File: config.mk
export PLATFORM = sky130hd
export DESIGN_NAME = decimal_entry
export DESIGN_NICKNAME = d
export VERILOG_FILES = /design/src/rtl/decimal_entry_pkg.sv /design/src/rtl/decimal_entry_dec_mac.sv /design/src/rtl/decimal_entry.sv
export SDC_FILE = /design/constraint.sdc
export NUM_CORES = 1
export LEC_CHECK = 0
export BUFFER_PORTS_ARGS = -buffer_cell sky130_fd_sc_hd__buf_2
export CORE_UTILIZATION = 47
export DETAILED_ROUTE_END_ITERATION = 12
export PLACE_DENSITY = 0.69
export SYNTH_ARGS = -nofsm -noshare
export SYNTH_HDL_FRONTEND = slang
export SYNTH_HIERARCHICAL = 1
export SYNTH_SLANG_ARGS = --single-unit
File: constraint.sdc
create_clock -name clk -period 4.66 [get_ports clk]
set_input_delay 0.699 -clock clk [delete_from_list [all_inputs] [get_ports clk]]
set_output_delay 0.699 -clock clk [all_outputs]
set_load 0.02 [all_outputs]
File: src/rtl/decimal_entry_pkg.sv
// Shared calculator definitions: entry FSM encoding and operand limits.
package decimal_entry_pkg;

  typedef enum logic [1:0] {
    StIdle,
    StEntry,
    StError
  } entry_state_e;

  localparam int unsigned BCD_MAX   = 9;
  localparam int unsigned MAG_LIMIT = 128;
  localparam int unsigned OPERAND_W = 8;

endpackage

File: src/rtl/decimal_entry_dec_mac.sv
// Decimal multiply-accumulate: mag*10 + digit, with a flag when the result exceeds MAG_LIMIT.
module dec_mac
  import decimal_entry_pkg::*;
(
  input  logic [OPERAND_W-1:0] mag_i,
  input  logic [3:0]           digit_i,
  output logic [11:0]          sum_o,
  output logic                 over_o
);

  // 128*10 + 15 fits comfortably in 12 bits, so no wrap is possible.
  assign sum_o  = (12'(mag_i) * 12'd10) + 12'(digit_i);
  assign over_o = (sum_o > 12'(MAG_LIMIT));

endmodule

File: src/rtl/decimal_entry.sv
// Builds a signed 8-bit operand from BCD digit strobes with sign toggle; commits on enter.
module decimal_entry
  import decimal_entry_pkg::*;
#(
  parameter int unsigned MAX_DIGITS = 3
) (
  input  logic                 clk,
  input  logic                 rst,
  input  logic [3:0]           digit_in,
  input  logic                 digit_stb,
  input  logic                 neg_stb,
  input  logic                 enter_stb,
  input  logic                 clear_stb,
  output logic [OPERAND_W-1:0] value,
  output logic                 value_valid,
  output logic [OPERAND_W-1:0] entry_mag,
  output logic                 entry_neg,
  output logic                 entry_active,
  output logic                 err
);

  localparam int unsigned CntW = $clog2(MAX_DIGITS + 1);

  entry_state_e         state_q, state_d;
  logic [OPERAND_W-1:0] mag_q, mag_d;
  logic                 neg_q, neg_d;
  logic [CntW-1:0]      cnt_q, cnt_d;
  logic [OPERAND_W-1:0] value_q, value_d;
  logic                 valid_q, valid_d;

  logic [11:0] mac_sum;
  logic        mac_over;
  logic        unused_mac_hi;

  dec_mac u_dec_mac (
    .mag_i   (mag_q),
    .digit_i (digit_in),
    .sum_o   (mac_sum),
    .over_o  (mac_over)
  );

  assign unused_mac_hi = ^mac_sum[11:OPERAND_W];

  always_comb begin
    state_d = state_q;
    mag_d   = mag_q;
    neg_d   = neg_q;
    cnt_d   = cnt_q;
    value_d = value_q;
    valid_d = 1'b0;

    if (clear_stb) begin
      state_d = StIdle;
      mag_d   = '0;
      neg_d   = 1'b0;
      cnt_d   = '0;
    end else if (state_q != StError) begin
      // Priority enter > digit > neg; an enter in idle still swallows lower strobes.
      if (enter_stb) begin
        if (state_q == StEntry) begin
          if (!neg_q && (mag_q == OPERAND_W'(MAG_LIMIT))) begin
            state_d = StError;
          end else begin
            value_d = neg_q ? (~mag_q + OPERAND_W'(1)) : mag_q;
            valid_d = 1'b1;
            state_d = StIdle;
            mag_d   = '0;
            neg_d   = 1'b0;
            cnt_d   = '0;
          end
        end
      end else if (digit_stb) begin
        if ((digit_in > 4'(BCD_MAX)) || (cnt_q >= CntW'(MAX_DIGITS)) || mac_over) begin
          state_d = StError;
        end else begin
          mag_d   = mac_sum[OPERAND_W-1:0];
          cnt_d   = cnt_q + CntW'(1);
          state_d = StEntry;
        end
      end else if (neg_stb) begin
        neg_d   = ~neg_q;
        state_d = StEntry;
      end
    end
  end

  always_ff @(posedge clk) begin
    if (rst) begin
      state_q <= StIdle;
      mag_q   <= '0;
      neg_q   <= 1'b0;
      cnt_q   <= '0;
      value_q <= '0;
      valid_q <= 1'b0;
    end else begin
      state_q <= state_d;
      mag_q   <= mag_d;
      neg_q   <= neg_d;
      cnt_q   <= cnt_d;
      value_q <= value_d;
      valid_q <= valid_d;
    end
  end

  assign value        = value_q;
  assign value_valid  = valid_q;
  assign entry_mag    = mag_q;
  assign entry_neg    = neg_q;
  assign entry_active = (state_q == StEntry);
  assign err          = (state_q == StError);

endmodule

==> impl_metrics.csv, run 1 <==
group,metric,value,unit
place,place_area,1980,um2
timing,hold_viol,0,
timing,setup_tns,0,ns
power_and_ir_drop,p_clk_frac,0.344,
finish,finish.net_count,262,
clock_network,cts-root-buf,"clkbuf_8",
finish,regArea,440,um2
finish,layout_commonest_cell,"buf_2",
synth,syn_avg_cell_area,8.96,um2
timing,period_needed,4.29,ns
floorplan,dieHeight,63.3,um
timing,timing.hold.ws,0.490,ns
synth,syn_nets,226,
timing,min_period_over_period,0.920,
timing,worst_slack,0.374,ns
finish,design_area,2050,um2
power_and_ir_drop,swShare,0.253,
route,wl,3900,um
power_and_ir_drop,power.switching,99.8,uW
global_route,track_usage,0.212,
timing,clock_skew,0.00675,ns
timing,max_slew_margin,0.656,
synth,netlist_area,1770,um2
route,dr.pass1.iters,4,
timing,grt_setup_unrepaired,"no",
synth,synth_cells,197,
worst_hold_path,timing.hold.worst.class,"flop to flop",
clock_network,cts_max_path_buffers,2,
synth,ys_warn_count,6,
power_and_ir_drop,p_int,295,uW
place,preCtsSetupSlack,0.201,ns
place,numPortBuffers,29,
route,drt_iter0_drc,70,
setup_path,worst-setup-path-type,"flop to flop",
clock_network,cts_resized,0,
timing,max_freq,233,MHz
power_and_ir_drop,power_leakage,0.974,nW
place,dp_hpwl,3140,um
floorplan,core_area,3470,um2
setup_path,cp-start-kind,"flop",
finish,multi_input_area,1240,um2
route,drcViolationCount,0,
route,ant_nets,0,
floorplan,row_count,21,
place,gp_congestion,0.880,
flow_run,drv_cap,0,
setup_path,crit_required,4.81,ns
setup_path,crit_fanout,9,
floorplan,die-area,4010,um2
power_and_ir_drop,irDropWorstVdd,0.0871,mV
route,viasPerCell,5.64,
timing,slew_violations,0,
finish,postLayoutCoreUtil,0.590,
global_route,grt_max_degree,15,
global_route,grt_overflow,0,
clock_network,cts_hold_buf,0,
floorplan,io_pins,30,
timing,setup_violations,0,
floorplan,initial_core_util,0.509,
power_and_ir_drop,powerDensity,193,nW/um2
setup_path,arrival,4.44,ns
clock_network,postCtsSetupRepairBufs,0,
finish,diodes,0,
setup_path,endpoint_kind,"flop",
global_route,antenna_found_initial,0,
power_and_ir_drop,power,394,uW
finish,layout.cells.most_common_list,"buf_2 (29), dfxtp_1 (22), nor2_1 (18)",
clock_network,htreeDepth,1,
timing,tightest_slew,0.510,ns
floorplan,die_w,63.3,um
global_route,grt_pass1_vias,1496,
finish,drive_gt1_frac,0.237,
power_and_ir_drop,p_comb_frac,0.141,
run_status,outcome,"complete, no violations",
finish,stdcell_count,278,
route,vias,1567,
clock_network,tritoncts,"yes",
finish,fillerInstances,322,
clock_network,clk_pin_slew_worst_paths,0.08,ns
clock_network,cts_sinks,22,
clock_network,clk_latency,0.26,ns
global_route,grt_pass1_wl,6850,um
power_and_ir_drop,seqPwrFrac,0.514,
clock_network,cts_buffers,3,
place,dp.cells,274,
route,routedWlPerCell,14.0,um
finish,areaGrowthSynthToFinish,15.9,%
worst max-delay path, cell delays in order (launching register included):
cell,delay (ns)
dfxtp_1,0.53
ha_1,0.33
fa_1,0.49
a211oi_1,0.36
o22ai_1,0.19
nor4b_4,0.34
xor2_1,0.12
a211o_1,0.28
or4b_1,0.48
or2_2,0.30
o31a_1,0.29
and3_1,0.22
a22o_2,0.27
metal layers:
layer / share of wire / GRT usage / vias to the layer above / wire length [um]
met5: 0 / 0 / - / 0
met4: 0.017 / 0.108 / 0 / 67
met3: 0.036 / 0.0199 / 4 / 142
met2: 0.46 / 0.340 / 40 / 1810
met1: 0.48 / 0.282 / 704 / 1880
li1: - / - / 819 / -
power by group through the flow:
stage	Clock [mW]	Sequential, mW	Combinational, mW
floorplan	0	0.208	0.0376
global placement	0	0.207	0.0551
detailed placement	0	0.207	0.0550
CTS	0.139	0.203	0.0554
global route	0.145	0.205	0.0628
finish	0.136	0.203	0.0557
layout make-up:
cell class | count | area share
Clock buffer | 4 | 0.0269
Timing Repair Buffer | 37 | 0.100
Inverter | 12 | 0.0220
Sequential cell | 22 | 0.215
Multi-Input combinational cell | 157 | 0.607
Tap cell | 46 | 0.0281
registers in the layout (all words and copies together), names as in the netlist:
name / count
cnt_q: 2
entry_neg: 1
value_valid: 1
entry_mag: 8
value: 8
state_q: 2
path summary, 6_finish.rpt:
check	depth (start not counted)	slack, ns	from	to
max	12	0.37	entry_mag[2]	entry_mag[2]
min	1	0.49	cnt_q[0]	cnt_q[0]
max reg2reg	12	0.37	entry_mag[2]	entry_mag[2]
min reg2reg	1	0.49	cnt_q[0]	cnt_q[0]
No activity file was read; power rests on OpenSTA's default activity.
==> inputs of run 2 (changes only) <==
--- a/config.mk
+++ b/config.mk
@@ -8,7 +8,8 @@
 export BUFFER_PORTS_ARGS = -buffer_cell sky130_fd_sc_hd__buf_2
 export CORE_UTILIZATION = 47
 export DETAILED_ROUTE_END_ITERATION = 12
-export PLACE_DENSITY = 0.69
+export PLACE_DENSITY = 0.67
+export RECOVER_POWER = 25
 export SYNTH_ARGS = -nofsm -noshare
 export SYNTH_HDL_FRONTEND = slang
 export SYNTH_HIERARCHICAL = 1
==> constraint.sdc (replaced) <==
create_clock -name clk -period 5.15 [get_ports clk]
set_input_delay 0.7725 -clock clk [delete_from_list [all_inputs] [get_ports clk]]
set_output_delay 0.7725 -clock clk [all_outputs]
set_load 0.02 [all_outputs]
==> run 2 against run 1 <==
  * Via count rose by 2.3%
  * Total power down 15%
  * Register-to-register slack improved by 0.12 ns
  * Flip-flop and latch count stayed put
  * Global-route usage shrank 0.18 points
  * Setup slack improved by 0.12 ns
  * Sequential share of layout area increased by 0.79 points
  * Die area stayed put
  * Core utilization is 2.1 points lower
  * Cell count fell by 2.2%
  * First-iteration DRC count grew 37%
  * Largest power group unchanged
==> impl_metrics.csv, run 2 (synthesized netlist as in run 1, its figures left out) <==
group,metric,value,unit
timing,setup_tns,0,ns
global_route,grt_overflow,0,
finish,regArea,440,um2
global_route,grt_pass1_vias,1468,
power_and_ir_drop,power_leakage,0.898,nW
route,dr.pass1.iters,4,
timing,clock_skew,0.00832,ns
floorplan,dieHeight,63.3,um
setup_path,cp-start-kind,"flop",
timing,slew_violations,0,
setup_path,crit_fanout,9,
place,dp.cells,269,
place,gp_congestion,0.904,
setup_path,arrival,4.79,ns
route,drcViolationCount,0,
power_and_ir_drop,irDropWorstVdd,0.108,mV
route,viasPerCell,5.89,
clock_network,tritoncts,"yes",
setup_path,startpoint,"entry_mag[2]",
setup_path,cp_slowest_cell,"dfxtp_1",
timing,setup_violations,0,
worst_hold_path,holdCritStartpoint,"cnt_q[0]",
clock_network,htreeDepth,1,
setup_path,endpoint_kind,"flop",
global_route,grt_max_degree,15,
clock_network,cts_hold_buf,0,
finish,multi_input_area,1230,um2
route,dr_wl_met2,1830,um
clock_network,postCtsSetupRepairBufs,0,
finish,layout_commonest_cell,"dfxtp_1",
floorplan,row_count,21,
floorplan,die_w,63.3,um
clock_network,cts_sinks,22,
setup_path,r2r_start,"entry_mag[2]",
timing,min_period_over_period,0.905,
power_and_ir_drop,power,337,uW
setup_path,critPathMaxStageDelay,0.58,ns
run_status,outcome,"complete, no violations",
route,wl,4020,um
setup_path,path_cells,"ha_1, fa_1, xor2_2, o2111ai_1, nor4b_2, xor2_1, a211o_1, or4b_1, nor4b_1, nand3_1, a31oi_1, o21ai_0",
flow_run,drv_cap,0,
clock_network,cts_max_path_buffers,2,
global_route,track_usage,0.211,
setup_path,crit_required,5.28,ns
clock_network,cts_buffers,3,
finish,areaGrowthSynthToFinish,11.8,%
timing,grt_setup_unrepaired,"no",
timing,tightest_slew,0.603,ns
place,dp_hpwl,3180,um
floorplan,initial_core_util,0.509,
route,top_layer_used,"met4",
timing,max_freq,215,MHz
route,routedWlPerCell,14.8,um
floorplan,core_area,3470,um2
timing,worst_slack,0.491,ns
route,drt_iter0_drc,96,
finish,postLayoutCoreUtil,0.569,
power_and_ir_drop,powerDensity,171,nW/um2
finish,drive_gt1_frac,0.173,
clock_network,cts_resized,0,
route,routed-wl-met3,178,um
global_route,antenna_found_initial,0,
place,preCtsSetupSlack,0.499,ns
clock_network,cts-root-buf,"clkbuf_8",
finish,stdcell_count,272,
clock_network,clk_pin_slew_worst_paths,0.08,ns
place,numPortBuffers,29,
timing,hold_viol,0,
global_route,grt_pass1_wl,6740,um
timing,max_slew_margin,0.592,
finish,diodes,0,
clock_network,clk_latency,0.26,ns
timing,period_needed,4.66,ns
setup_path,worst-setup-path-type,"flop to flop",
finish,finish.net_count,257,
route,m1WireLength,1970,um
route,vias,1603,
finish,layout.cells.most_common_list,"dfxtp_1 (22), buf_2 (19), nor2_1 (18)",
floorplan,die-area,4010,um2
worst_hold_path,timing.hold.worst.class,"flop to flop",
route,ant_nets,0,
floorplan,io_pins,30,
finish,fillerInstances,357,
## run 2: worst max-delay path, delay by kind of cell, from the launching register on
family,cells,cell delay (ns)
AOI/OAI and AO/OA,4,1.02
and+or+nand+nor,4,1.71
DFF,1,0.58
xor gates and xnor gates,2,0.39
adders and majority gates,2,0.83
## run 2: metal layers
| metal | track usage | vias to the layer above |
|---|---|---|
| li1 | - | 802 |
| met1 | 0.292 | 756 |
| met2 | 0.339 | 41 |
| met3 | 0.0236 | 4 |
| met4 | 0.0653 | 0 |
| met5 | 0 | - |
## run 2: power breakdown
group | internal, mW | switching [mW]
Combinational | 0.0204 | 0.0280
Sequential | 0.177 | 0.00712
Clock | 0.0521 | 0.0523
Total | 0.249 | 0.0875
## run 2: path summary, 6_finish.rpt
| path | cells after the start | slack [ns] | end |
|---|---|---|---|
| min reg2reg | 1 | 0.47 | cnt_q[0] |
| max reg2reg | 12 | 0.49 | entry_mag[1] |
| max | 12 | 0.49 | entry_mag[1] |
| min | 1 | 0.47 | cnt_q[0] |
## run 2: area by class of cell
type,instances,share of cell area
sequential,22,0.223
tap,46,0.0292
clock buffer,3,0.0209
inverter,12,0.0228
multi-input combinational,157,0.625
timing repair buffer,32,0.0786
## run 2: stage by stage
step	area (um2)	hold slack, ns
after floorplan	1770	0.435
after global placement	1940	0.460
after detailed placement	1940	0.465
after CTS	1990	0.480
after global routing	1970	0.531
final	1970	0.472
==> inputs of run 3 (changes only) <==
==> constraint.sdc (replaced) <==
create_clock -name clk -period 5.08 [get_ports clk]
set_input_delay 0.762 -clock clk [delete_from_list [all_inputs] [get_ports clk]]
set_output_delay 0.762 -clock clk [all_outputs]
set_load 0.02 [all_outputs]
==> run 3 against run 2 <==
  * Clock power grew 57%
  * Fmax decreased by 1.7%
  * Core utilization is 1.1 points higher
  * Total power grew 19%
  * Flip-flop and latch count unchanged
  * First-iteration DRC count rose by 19%
  * Routed wire length rose by 6.1%
  * Non-clock buffer count increased by 1
  * Sequential share of layout area is 0.42 points lower
  * Largest power group unchanged
  * Highest routed layer unchanged
==> impl_metrics.csv, run 3 (synthesized netlist as in run 1, its figures left out) <==
group,metric,value,unit
run_status,outcome,"complete, no violations",
timing,grt_setup_unrepaired,"no",
floorplan,die_w,63.3,um
flow_run,drv_cap,0,
clock_network,clk_pin_slew_worst_paths,0.09,ns
timing,timing.hold.ws,0.473,ns
setup_path,r2r_start,"entry_mag[0]",
setup_path,startpoint,"entry_mag[0]",
timing,setup_tns,0,ns
global_route,grt_overflow,0,
global_route,grt_pass1_vias,1592,
finish,fillerInstances,325,
timing,hold_viol,0,
global_route,grt_max_degree,15,
place,dp_hpwl,3330,um
place,preCtsSetupSlack,0.412,ns
route,wl,4270,um
finish,diodes,0,
timing,max_slew_margin,0.610,
global_route,track_usage,0.222,
global_route,antenna_found_initial,0,
floorplan,initial_core_util,0.509,
power_and_ir_drop,irDropWorstVdd,0.109,mV
clock_network,tritoncts,"yes",
clock_network,cts_hold_buf,0,
timing,slew_violations,0,
timing,setup_violations,0,
timing,worst_slack,0.343,ns
finish,layout_commonest_cell,"dfxtp_1",
floorplan,row_count,21,
setup_path,cp-start-kind,"flop",
clock_network,cts-root-buf,"clkbuf_8",
finish,areaGrowthSynthToFinish,13.9,%
route,viasPerCell,6.06,
place,numPortBuffers,29,
floorplan,core_area,3470,um2
timing,tightest_slew,0.576,ns
place,gp_congestion,0.897,
clock_network,htreeDepth,1,
finish,design_area,2010,um2
power_and_ir_drop,powerDensity,199,nW/um2
route,vias,1661,
setup_path,worst-setup-path-type,"flop to flop",
setup_path,crit_required,5.25,ns
clock_network,postCtsSetupRepairBufs,0,
clock_network,clk_latency,0.26,ns
timing,period_needed,4.74,ns
route,routedWlPerCell,15.6,um
worst_hold_path,timing.hold.worst.class,"flop to flop",
floorplan,die-area,4010,um2
floorplan,dieHeight,63.3,um
setup_path,arrival,4.90,ns
timing,clock_skew,0.0114,ns
route,drcViolationCount,0,
clock_network,cts_sinks,22,
clock_network,cts_max_path_buffers,2,
floorplan,io_pins,30,
setup_path,endpoint_kind,"flop",
global_route,grt_pass1_wl,7170,um
timing,max_freq,211,MHz
timing,min_period_over_period,0.932,
finish,layout.cells.most_common_list,"dfxtp_1 (22), buf_2 (19), nor2_1 (18)",
route,dr.pass1.iters,4,
route,ant_nets,0,
power_and_ir_drop,power_leakage,0.917,nW
place,place_area,1950,um2
finish,drive_gt1_frac,0.180,
clock_network,cts_buffers,3,
clock_network,cts_resized,0,
route,drt_iter0_drc,114,
setup_path,crit_fanout,8,
finish,finish.net_count,258,
worst_hold_path,holdCritStartpoint,"cnt_q[0]",
==> run 3: cell types whose count changed in the layout (fill, tap and decap cells not counted), sizes merged <==
cell / previous run / this run
bufinv: 0 / 1
buf: 22 / 23
==> run 3: final cells by class <==
| class | instances | area, um2 | share of cell area |
|---|---|---|---|
| clock buffers | 3 | 41.3 | 0.0205 |
| well taps | 46 | 57.6 | 0.0286 |
| clock inverters | 1 | 30.0 | 0.0149 |
| inverters | 12 | 45.0 | 0.0224 |
| multi-input cells | 157 | 1230 | 0.614 |
| flip-flops and latches | 22 | 440 | 0.219 |
| repair buffers | 33 | 163 | 0.0809 |
==> run 3: per-stage QoR <==
stage          utilization  total power [mW]  std cells
2_1_floorplan            -             0.225        197
3_3_place_gp         0.563             0.238        270
3_5_place_dp         0.563             0.241        270
4_1_cts              0.583             0.401        274
5_1_grt              0.580             0.419        274
6_report             0.580             0.400        274
==> run 3: path summary, 6_finish.rpt <==
kind / endpoint / slack, ns / depth (start not counted)
max reg2reg: entry_mag[2] / 0.34 / 13
min reg2reg: cnt_q[0] / 0.47 / 1
min: cnt_q[0] / 0.47 / 1
max: entry_mag[2] / 0.34 / 13
==> run 3: worst max-delay path: stages (launching register included) <==
cell	delay, ns
dfxtp_1	0.44
ha_1	0.26
ha_1	0.22
fa_1	0.43
a211oi_1	0.48
o22ai_1	0.18
nor4b_2	0.43
xor2_1	0.16
a211o_1	0.29
or4b_1	0.48
nor4b_1	0.52
nand3_1	0.18
and3_1	0.28
a22o_2	0.28
==> run 3: per-layer routing <==
metal,wire length [um],GRT usage,vias to the layer above
li1,-,-,808
met1,1880,0.274,778
met2,2080,0.398,73
met3,282,0.0308,2
met4,23,0.0625,0
met5,0,0,-
==> run 3: power by group <==
group | leakage (nW) | total, mW | internal, mW | switching, mW
combinational | 0.703 | 0.0512 | 0.0214 | 0.0298
clock | 0.0357 | 0.163 | 0.105 | 0.0578
sequential | 0.178 | 0.186 | 0.179 | 0.00659
total | 0.917 | 0.400 | 0.306 | 0.0942
